[src/rtl/gpio_bank_ctrl.sv]
// Purpose : N-bank tristate GPIO controller: per-pin OUT/OE registers, synchronised
//           and debounced inputs, edge-triggered sticky interrupts, one registered irq.
// Latency : request accepted at edge k, response valid from k+1; pad writes visible from k+1;
//           pad change reaches IN after SYNC_STAGES + DEBOUNCE_CYC edges.
// Backpressure: one outstanding transaction; req_ready = !rsp_valid | rsp_ready, and the
//           response (rsp_valid/rsp_rdata) is held until rsp_ready.
//
// Ports:
//   clk, rst                    clock, asynchronous active-high reset
//   req_valid/req_ready         register request handshake
//   req_we/req_bank/req_reg     write enable, bank index, register select
//   req_wdata                   write data (one bank wide)
//   rsp_valid/rsp_ready         response handshake
//   rsp_rdata                   read data (0 for writes and unmapped addresses)
//   pad_in/pad_out/pad_oe       pad levels in, drive values out, output enables
//   irq                         registered OR of all pending bits
//
// Register map per bank: 0 OUT, 1 OE, 2 IN (ro), 3 RISE_EN, 4 FALL_EN, 5 PEND (W1C), 6-7 reserved.
module gpio_bank_ctrl #(
  parameter int BANK_W       = 36,
  parameter int N_BANKS      = 2,
  parameter int SYNC_STAGES  = 2,
  parameter int DEBOUNCE_CYC = 16,
  localparam int BW          = (N_BANKS > 1) ? $clog2(N_BANKS) : 1
) (
  input  logic                        clk,
  input  logic                        rst,
  input  logic                        req_valid,
  output logic                        req_ready,
  input  logic                        req_we,
  input  logic [BW-1:0]               req_bank,
  input  logic [2:0]                  req_reg,
  input  logic [BANK_W-1:0]           req_wdata,
  output logic                        rsp_valid,
  input  logic                        rsp_ready,
  output logic [BANK_W-1:0]           rsp_rdata,
  input  logic [N_BANKS*BANK_W-1:0]   pad_in,
  output logic [N_BANKS*BANK_W-1:0]   pad_out,
  output logic [N_BANKS*BANK_W-1:0]   pad_oe,
  output logic                        irq
);

  localparam int TOT = N_BANKS * BANK_W;
  // Counter only needs to reach DEBOUNCE_CYC-1; the accepting cycle resets it.
  localparam int CW  = (DEBOUNCE_CYC > 1) ? $clog2(DEBOUNCE_CYC) : 1;

  logic [TOT-1:0]    out_q, out_d;
  logic [TOT-1:0]    oe_q, oe_d;
  logic [TOT-1:0]    in_q, in_d;
  logic [TOT-1:0]    rise_q, rise_d;
  logic [TOT-1:0]    fall_q, fall_d;
  logic [TOT-1:0]    pend_q, pend_d;
  logic [TOT-1:0]    sync_q [SYNC_STAGES];
  logic [TOT-1:0]    sync_d [SYNC_STAGES];
  logic [CW-1:0]     cnt_q [TOT];
  logic [CW-1:0]     cnt_d [TOT];
  logic              rsp_valid_q, rsp_valid_d;
  logic [BANK_W-1:0] rsp_rdata_q, rsp_rdata_d;
  logic              irq_q, irq_d;

  logic              acc;
  logic              wr;
  logic [BANK_W-1:0] rd_data;
  logic [TOT-1:0]    w1c;
  logic [TOT-1:0]    synced;
  logic [TOT-1:0]    rise_evt;
  logic [TOT-1:0]    fall_evt;

  assign req_ready = !rsp_valid_q || rsp_ready;
  assign acc       = req_valid && req_ready;
  assign wr        = acc && req_we;
  assign synced    = sync_q[SYNC_STAGES-1];

  // Register file: reads see pre-update state; writes land on the accept edge.
  always_comb begin
    rd_data = '0;
    out_d   = out_q;
    oe_d    = oe_q;
    rise_d  = rise_q;
    fall_d  = fall_q;
    w1c     = '0;
    for (int b = 0; b < N_BANKS; b++) begin
      if (req_bank == BW'(b)) begin
        case (req_reg)
          3'd0: rd_data = out_q[b*BANK_W +: BANK_W];
          3'd1: rd_data = oe_q[b*BANK_W +: BANK_W];
          3'd2: rd_data = in_q[b*BANK_W +: BANK_W];
          3'd3: rd_data = rise_q[b*BANK_W +: BANK_W];
          3'd4: rd_data = fall_q[b*BANK_W +: BANK_W];
          3'd5: rd_data = pend_q[b*BANK_W +: BANK_W];
          default: rd_data = '0;
        endcase
        if (wr) begin
          case (req_reg)
            3'd0: out_d[b*BANK_W +: BANK_W]  = req_wdata;
            3'd1: oe_d[b*BANK_W +: BANK_W]   = req_wdata;
            3'd3: rise_d[b*BANK_W +: BANK_W] = req_wdata;
            3'd4: fall_d[b*BANK_W +: BANK_W] = req_wdata;
            3'd5: w1c[b*BANK_W +: BANK_W]    = req_wdata;
            default: ;
          endcase
        end
      end
    end
  end

  // Response channel: hold until consumed, reload on accept.
  always_comb begin
    rsp_valid_d = rsp_valid_q;
    rsp_rdata_d = rsp_rdata_q;
    if (acc) begin
      rsp_valid_d = 1'b1;
      rsp_rdata_d = req_we ? '0 : rd_data;
    end else if (rsp_ready) begin
      rsp_valid_d = 1'b0;
    end
  end

  // Input synchroniser and debounce.
  always_comb begin
    sync_d[0] = pad_in;
    for (int i = 1; i < SYNC_STAGES; i++) begin
      sync_d[i] = sync_q[i-1];
    end
    in_d = in_q;
    for (int p = 0; p < TOT; p++) begin
      cnt_d[p] = '0;
    end
    if (DEBOUNCE_CYC == 0) begin
      // Bypass: IN tracks the last synchroniser stage in lockstep.
      in_d = sync_q[SYNC_STAGES-2];
    end else begin
      for (int p = 0; p < TOT; p++) begin
        if (synced[p] != in_q[p]) begin
          if (cnt_q[p] == CW'(DEBOUNCE_CYC - 1)) begin
            in_d[p] = synced[p];
          end else begin
            cnt_d[p] = cnt_q[p] + CW'(1);
          end
        end
      end
    end
  end

  // Edge detect on the debounced level; a new edge beats a same-cycle W1C.
  always_comb begin
    rise_evt = ~in_q & in_d & rise_q;
    fall_evt = in_q & ~in_d & fall_q;
    pend_d   = (pend_q & ~w1c) | rise_evt | fall_evt;
    irq_d    = |pend_q;
  end

  always_ff @(posedge clk or posedge rst) begin
    if (rst) begin
      out_q       <= '0;
      oe_q        <= '0;
      in_q        <= '0;
      rise_q      <= '0;
      fall_q      <= '0;
      pend_q      <= '0;
      rsp_valid_q <= 1'b0;
      rsp_rdata_q <= '0;
      irq_q       <= 1'b0;
      for (int i = 0; i < SYNC_STAGES; i++) begin
        sync_q[i] <= '0;
      end
      for (int p = 0; p < TOT; p++) begin
        cnt_q[p] <= '0;
      end
    end else begin
      out_q       <= out_d;
      oe_q        <= oe_d;
      in_q        <= in_d;
      rise_q      <= rise_d;
      fall_q      <= fall_d;
      pend_q      <= pend_d;
      rsp_valid_q <= rsp_valid_d;
      rsp_rdata_q <= rsp_rdata_d;
      irq_q       <= irq_d;
      for (int i = 0; i < SYNC_STAGES; i++) begin
        sync_q[i] <= sync_d[i];
      end
      for (int p = 0; p < TOT; p++) begin
        cnt_q[p] <= cnt_d[p];
      end
    end
  end

  assign rsp_valid = rsp_valid_q;
  assign rsp_rdata = rsp_rdata_q;
  assign pad_out   = out_q;
  assign pad_oe    = oe_q;
  assign irq       = irq_q;

endmodule

[config.mk]
export PLATFORM = sky130hd
export DESIGN_NAME = gpio_bank_ctrl
export DESIGN_NICKNAME = d
export VERILOG_FILES = /design/src/rtl/gpio_bank_ctrl.sv
export SDC_FILE = /design/constraint.sdc
export NUM_CORES = 2
export LEC_CHECK = 0
export CORE_ASPECT_RATIO = 0.5
export CORE_MARGIN = 2
export CORE_UTILIZATION = 55
export CTS_CLUSTER_SIZE = 12
export DETAILED_ROUTE_END_ITERATION = 10
export PLACE_DENSITY = 0.76
export SYNTH_ARGS = -nofsm -noshare
export SYNTH_HDL_FRONTEND = slang
export SYNTH_SLANG_ARGS = --single-unit
[constraint.sdc]
create_clock -name clk -period 97.4 [get_ports clk]
set_clock_uncertainty 0.05 [all_clocks]
set_input_delay 24.35 -clock clk [delete_from_list [all_inputs] [get_ports clk]]
set_output_delay 24.35 -clock clk [all_outputs]
set_load 0.01 [all_outputs]
==> results.yml <==
power_and_ir_drop:
  p_switching_mw: 0.2277
  seq_power_share_pct: 51.9
  p_comb_share_pct: 13.9
  max-vdd-ir-drop_mv: 0.01086
  power.leakage_nw: 18.98
  switching_share_pct: 26.40
  p_per_area_nw_per_um2: 18.94
  intPower_mw: 0.6349
  clkPwrFrac_pct: 34.2
floorplanning:
  fp.dieH_um: 193.6
  row_count: 69
  die-area_um2: 74180
  die_width_um: 383.2
  start_util_pct: 55.65
  io_pins: 300
  core_area_um2: 71050
clock_network:
  tritoncts: "done"
  cts-hold-fix-buffers: 0
  htreeDepth: 3
  clk_latency_ns: 0.65
  clkTransAtPathRegs_ns: 0.06
  cts_inserted_buffers: 85
  cts_sinks: 902
  cts_setup_buffers: 0
  cts_root_buffer: "clkbuf_16"
  clock_path_buffers: 3
  ctsResizeCount: 0
yosys:
  yosys_warnings: 0
  avgSynthCellArea_um2: 12.24
  synthDistinctLibCells: 54
  ys_ff_latch: 902
  synth.yosys.seq_area_share_pct: 57.08
  mappedNetlistNets: 3420
  synthFlopType: "dfrtp_1"
  async_reset_ff_share_pct: 100.0
  yosys.area.top_type: "dfrtp_1"
  synth_edf_count: 0
  netlist_instances: 3231
  synth_area_leaders: "dfrtp_1 (57%), mux2_2 (12%), xnor2_1 (3.2%)"
  synth_top_area_share_pct: 57.08
  netlist_area_um2: 39540
route:
  drc_errors: 0
  via_count: 28036
  drt_iter0_markers: 2749
  routed_wl_um: 108400
  wl_per_cell_um: 24.27
  viasPerCell: 6.276
  ant_nets: 0
  drtPass1Iterations: 6
global_routing:
  grt_max_degree: 162
  grt_overflow: 0
  grt_pass1_vias: 28292
  antenna_found_initial: 9
  grt_pass1_wl_um: 166700
  grtUsageTotal_pct: 29.20
setup_path:
  cp-end-kind: "output pin"
  crit_start: "rsp_ready"
  rrSetupSlack_ns: 94.06
  path_max_fanout: 5
  worstReg2RegEnd: "fall_q[61]$_DFFE_PP0P_"
  cp-start-kind: "primary input"
  cp.required_ns: 73.00
  reg2regPathDepth: 6
  critical_path_class: "in -> out"
  endpoint: "req_ready"
  r2r_start: "rsp_valid$_DFFE_PP0P_"
  cp.arrival_ns: 25.48
timing:
  clock.fmax_mhz: 20.05
  finalSetupTns_ns: 0
  final-hold-violation-count: 0
  maxSlewViolCount: 0
  worst_pin_slew_ns: 1.394
  holdWs_ns: 0.2918
  finalWorstPathRequiredPeriod_ns: 49.88
  setup_viol: 0
  relSlewSlack_pct: 6.850
  rsz0062_at_grt: "false"
  timing.final.crit_share_pct: 51.21
cells_and_area:
  drive_gt1_share_pct: 16.81
  final_net_count: 3684
  syn_to_final_growth_pct: 15.16
  diodes: 0
  final_cell_mix: "dfrtp_1 (902), mux2_2 (424), clkdlybuf4s50_1 (295), a21oi_1 (221), nand3_1 (148)"
  design_area_um2: 45540
  final_common_cell: "dfrtp_1"
place:
  gp_congestion: 0.8254
  placed_area_um2: 43270
  io_buffers: 299
  dp_hpwl_um: 68190
run:
  drv_cap: 0
worst_hold_path:
  worstHoldPathType: "reg -> reg"
status:
  outcome: "complete, no violations"
registers in the layout, indices dropped and copies added (netlist names):
register,flops
fall_q,72
pad_oe,72
pend_q,72
pad_out,72
irq,1
sync_d,72
in_q,72
synced,72
rsp_valid,1
rsp_rdata,36
cnt_q,288
rise_q,72
area by class of cell:
cell class / instances / area [um^2]
clock buffer: 96 / 2221
tap: 958 / 1199
fill: 5233 / 25520
sequential: 902 / 22570
clock inverter: 5 / 43.79
multi-input combinational: 2020 / 15650
inverter: 149 / 566.8
timing repair buffer: 337 / 3284
cell families after synthesis:
logic type                 count (synthesis)  share of synthesized area [%]
DFF                                      902                          57.08
and+or+nand+nor                          688                          9.708
AOI/OAI and AO/OA                        647                          10.85
muxes                                    469                          13.39
buffers and inverters                    309                          3.500
xor gates and xnor gates                 144                          3.190
adders and majority gates                 72                          2.278
synthesized netlist by cell type (5+ instances only):
cell type / number
nor2b_1: 79
and3_1: 14
nand2_1: 100
o221ai_1: 8
mux2_1: 17
nor2_1: 146
and2_1: 6
nand4b_1: 72
buf_2: 87
buf_4: 5
a21oi_1: 221
o2111ai_1: 9
o211ai_1: 33
ha_1: 72
nor4b_1: 8
buf_6: 8
a221o_1: 8
a311oi_1: 5
a32o_1: 36
a31oi_1: 81
o21ai_0: 83
a22oi_1: 47
buf_1: 8
mux2i_1: 24
xnor2_1: 144
o2bb2ai_1: 77
clkbuf_1: 23
clkbuf_2: 29
nand3_1: 148
nor4_1: 18
nor3b_1: 81
inv_1: 147
a221oi_1: 11
mux2_2: 424
a211o_1: 16
dfrtp_1: 902
layer usage:
layer | global-route usage (%) | vias to the layer above | share of wire, %
li1 | - | 12172 | -
met1 | 38.86 | 14394 | 40
met2 | 46.26 | 1164 | 47
met3 | 6.578 | 298 | 8.3
met4 | 12.73 | 8 | 4.4
met5 | 0 | - | 0.047
through the flow:
stage | setup slack, ns | total power, mW | cells | util, %
after floorplan | 47.64 | 0.5124 | 3231 | -
after global placement | 47.52 | 0.5661 | 4366 | 60.90
after detailed placement | 47.52 | 0.5715 | 4366 | 60.90
after CTS | 47.52 | 0.8655 | 4467 | 64.09
after global routing | 47.49 | 0.8954 | 4467 | 64.09
final | 47.52 | 0.8626 | 4467 | 64.09
worst min path at each step:
stage	from	end	cells after the start	slack (ns)
floorplan	sync_d[0]$_DFF_PP0_	synced[0]$_DFF_PP0_	0	0.28
CTS	sync_d[63]$_DFF_PP0_	synced[63]$_DFF_PP0_	0	0.30
finish	sync_d[19]$_DFF_PP0_	synced[19]$_DFF_PP0_	0	0.29
global route	sync_d[19]$_DFF_PP0_	synced[19]$_DFF_PP0_	0	0.30
global placement	sync_d[3]$_DFF_PP0_	synced[3]$_DFF_PP0_	0	0.28
detailed placement	sync_d[20]$_DFF_PP0_	synced[20]$_DFF_PP0_	0	0.28
worst max-delay path, stage by stage:
cell and delay [ns]:
clkdlybuf4s50_1 0.45, nand2b_4 0.14, clkdlybuf4s50_1 0.54
power by group through the flow:
stage	sequential (mW)	clock [mW]	combinational, mW
floorplan	0.447	0	0.0657
global placement	0.451	0	0.115
detailed placement	0.453	0	0.119
CTS	0.447	0.299	0.120
global route	0.452	0.315	0.129
finish	0.448	0.295	0.120
No activity file was read; power rests on OpenSTA's default activity.
==> RTL change: new RTL, config.mk and constraints unchanged <==
The parameter `BANK_W` goes from 36 to 54.
--- a/src/rtl/gpio_bank_ctrl.sv
+++ b/src/rtl/gpio_bank_ctrl.sv
@@ -17,7 +17,7 @@
 //
 // Register map per bank: 0 OUT, 1 OE, 2 IN (ro), 3 RISE_EN, 4 FALL_EN, 5 PEND (W1C), 6-7 reserved.
 module gpio_bank_ctrl #(
-  parameter int BANK_W       = 36,
+  parameter int BANK_W       = 54,
   parameter int N_BANKS      = 2,
   parameter int SYNC_STAGES  = 2,
   parameter int DEBOUNCE_CYC = 16,
Interface: changed (5 resized); port bits go from 300 to 444. No check against the original RTL was run, so the function may have changed too.
==> RTL change against the unedited design <==
Worst setup slack worse by 0.16 ns. Largest cell class unchanged. Wire length is 58% higher. Critical endpoint unchanged. Design area is 50% higher. Power is 53% higher. Sequential cell count is 450 higher. First-iteration DRC count is 39% higher. Critical path depth stayed put. Largest power group unchanged. Synthesized area is 50% higher.
==> RTL change: results (changes against the unedited design) <==
[finish]
regMostFlops=cnt_q  ; unchanged
fin_nets=5501  ; was 3684
fillers=7870  ; was 5233
layout.cells.non_filler=6692  ; was 4467
largest_reg_flops=432  ; was 288
drive_above_1_share=0.164  ; was 0.168

[clocking]
post_cts.repair.setup_buffers=0  ; unchanged
clk_latency_ns=0.75  ; was 0.65 ns
htreeDepth=4  ; was 3
cts_buffer_depth=3  ; unchanged
cts-resized-gates=0  ; unchanged
numCtsBuffers=132  ; was 85
clockRootBuffer=clkbuf_16  ; unchanged
path_clk_slew_ns=0.06  ; about the same

[grt]
antenna_found_initial=13  ; was 9
grt_pass1_vias=43962  ; was 28292
grt_first_pass_wirelength_um=261000  ; was 167000 um
grt_use_total=0.311  ; was 0.292
grt_max_degree=183  ; was 162

[power]
peakVddDrop_uv=16.3  ; was 10.9 uV
switchingPower_uw=347  ; was 228 uW
leakage_uw=0.0286  ; was 0.0190 uW

[logic_synthesis]
yosys_warnings=0  ; unchanged
synth_fp_nets=5110  ; was 3420
ys_types=58  ; was 54
synth-async-reset-ratio=1.00  ; unchanged
ys_seq_area_frac=0.572  ; was 0.571
netlist_instances=4831  ; was 3231
ys.flop_type=dfrtp_1  ; unchanged
ys_top_cells_by_count=dfrtp_1 (1352), mux2_2 (623), a21oi_1 (312)  ; was dfrtp_1 (902), mux2_2 (424), a21oi_1 (221)
synthTopCellsByArea=dfrtp_1 (57%), mux2_2 (12%), xnor2_1 (3.2%), a21oi_1 (2.6%), ha_1 (2.3%)  ; was dfrtp_1 (57%), mux2_2 (12%), xnor2_1 (3.2%), a21oi_1 (2.8%), ha_1 (2.3%)

[placed_design]
numPortBuffers=443  ; was 299
dp.cells=6523  ; was 4366
dpl_worst_slack_ns=47.37  ; was 47.52 ns
place_congestion=0.854  ; was 0.825
dpl.hpwl_um=109000  ; was 68200 um

[critical_path]
arrival_ns=25.63  ; was 25.48 ns
worstPathMaxFanout=5  ; unchanged
ff2ff_path_depth=6  ; unchanged

[outcome]
status=completed  ; unchanged

[timing]
slew_headroom=0.162  ; was 0.0685

[route]
via_count=42485  ; was 28036
drt_iter0_markers=3821  ; was 2749
wl_per_cell_um=25.7  ; was 24.3 um

[hold_path]
min_delay_path_depth=0  ; unchanged

## RTL change: power groups by stage
stage	sequential [uW]	combinational [uW]	clock (uW)
2_1_floorplan	671	97.4	0
3_3_place_gp	675	174	0
3_5_place_dp	679	180	0
4_1_cts	670	182	471
5_1_grt	677	195	495
6_report	672	182	465
## RTL change: cell type report
class | instances | area, sq um | share of cell area
flip-flops and latches | 1352 | 33800 | 0.495
inverters | 227 | 860 | 0.0126
multi-input cells | 3012 | 23200 | 0.340
repair buffers | 497 | 4890 | 0.0717
clock inverters | 4 | 56.3 | 0.000824
clock buffers | 158 | 3600 | 0.0527
well taps | 1435 | 1800 | 0.0263
diodes | 7 | 17.5 | 0.000256
## RTL change: routing by layer
layer | global-route usage | vias up | wire length, um
met4 | 0.161 | 8 | 8760
met3 | 0.0716 | 454 | 14400
met2 | 0.494 | 1815 | 81000
met1 | 0.402 | 21986 | 67600
li1 | - | 18222 | -
met5 | 0 | - | 58
## RTL change: critical path, stage by stage
cell and delay (ns):
clkdlybuf4s50_1 0.46, nand2b_1 0.24, clkdlybuf4s50_1 0.58
## RTL change: cell families (layout without fill, tap and decap cells)
group	Yosys count	in the layout	share of synthesized area
flip-flops	1352	1352	0.572
AND/OR/NAND/NOR	1038	1038	0.0972
AO/OA/AOI/OAI	942	942	0.105
multiplexers	708	708	0.134
buffers and inverters	467	886	0.0368
XOR/XNOR	216	216	0.0320
adder cells (fa/ha/maj)	108	108	0.0228
other	0	7	0
## RTL change: path summary, 6_finish.rpt
check                                      start                      to  slack, ns
setup / recovery                       rsp_ready               req_ready      47.37
hold / removal              sync_d[70]$_DFF_PP0_    synced[70]$_DFF_PP0_       0.29
setup reg to reg           rsp_valid$_DFFE_PP0P_  rise_q[93]$_DFFE_PP0P_      93.31
hold reg to reg             sync_d[70]$_DFF_PP0_    synced[70]$_DFF_PP0_       0.29
max in group asynchronous                    rst    cnt_q[271]$_DFF_PP0_      69.56
min in group asynchronous                    rst     pend_q[7]$_DFF_PP0_      24.17
## RTL change: stage by stage
step / hold WS, ns / cell area [sq um]
after global placement: 0.284 / 64600
after floorplan: 0.281 / 59200
final: 0.292 / 68300
after CTS: 0.296 / 68300
after global routing: 0.299 / 68300
after detailed placement: 0.285 / 64600
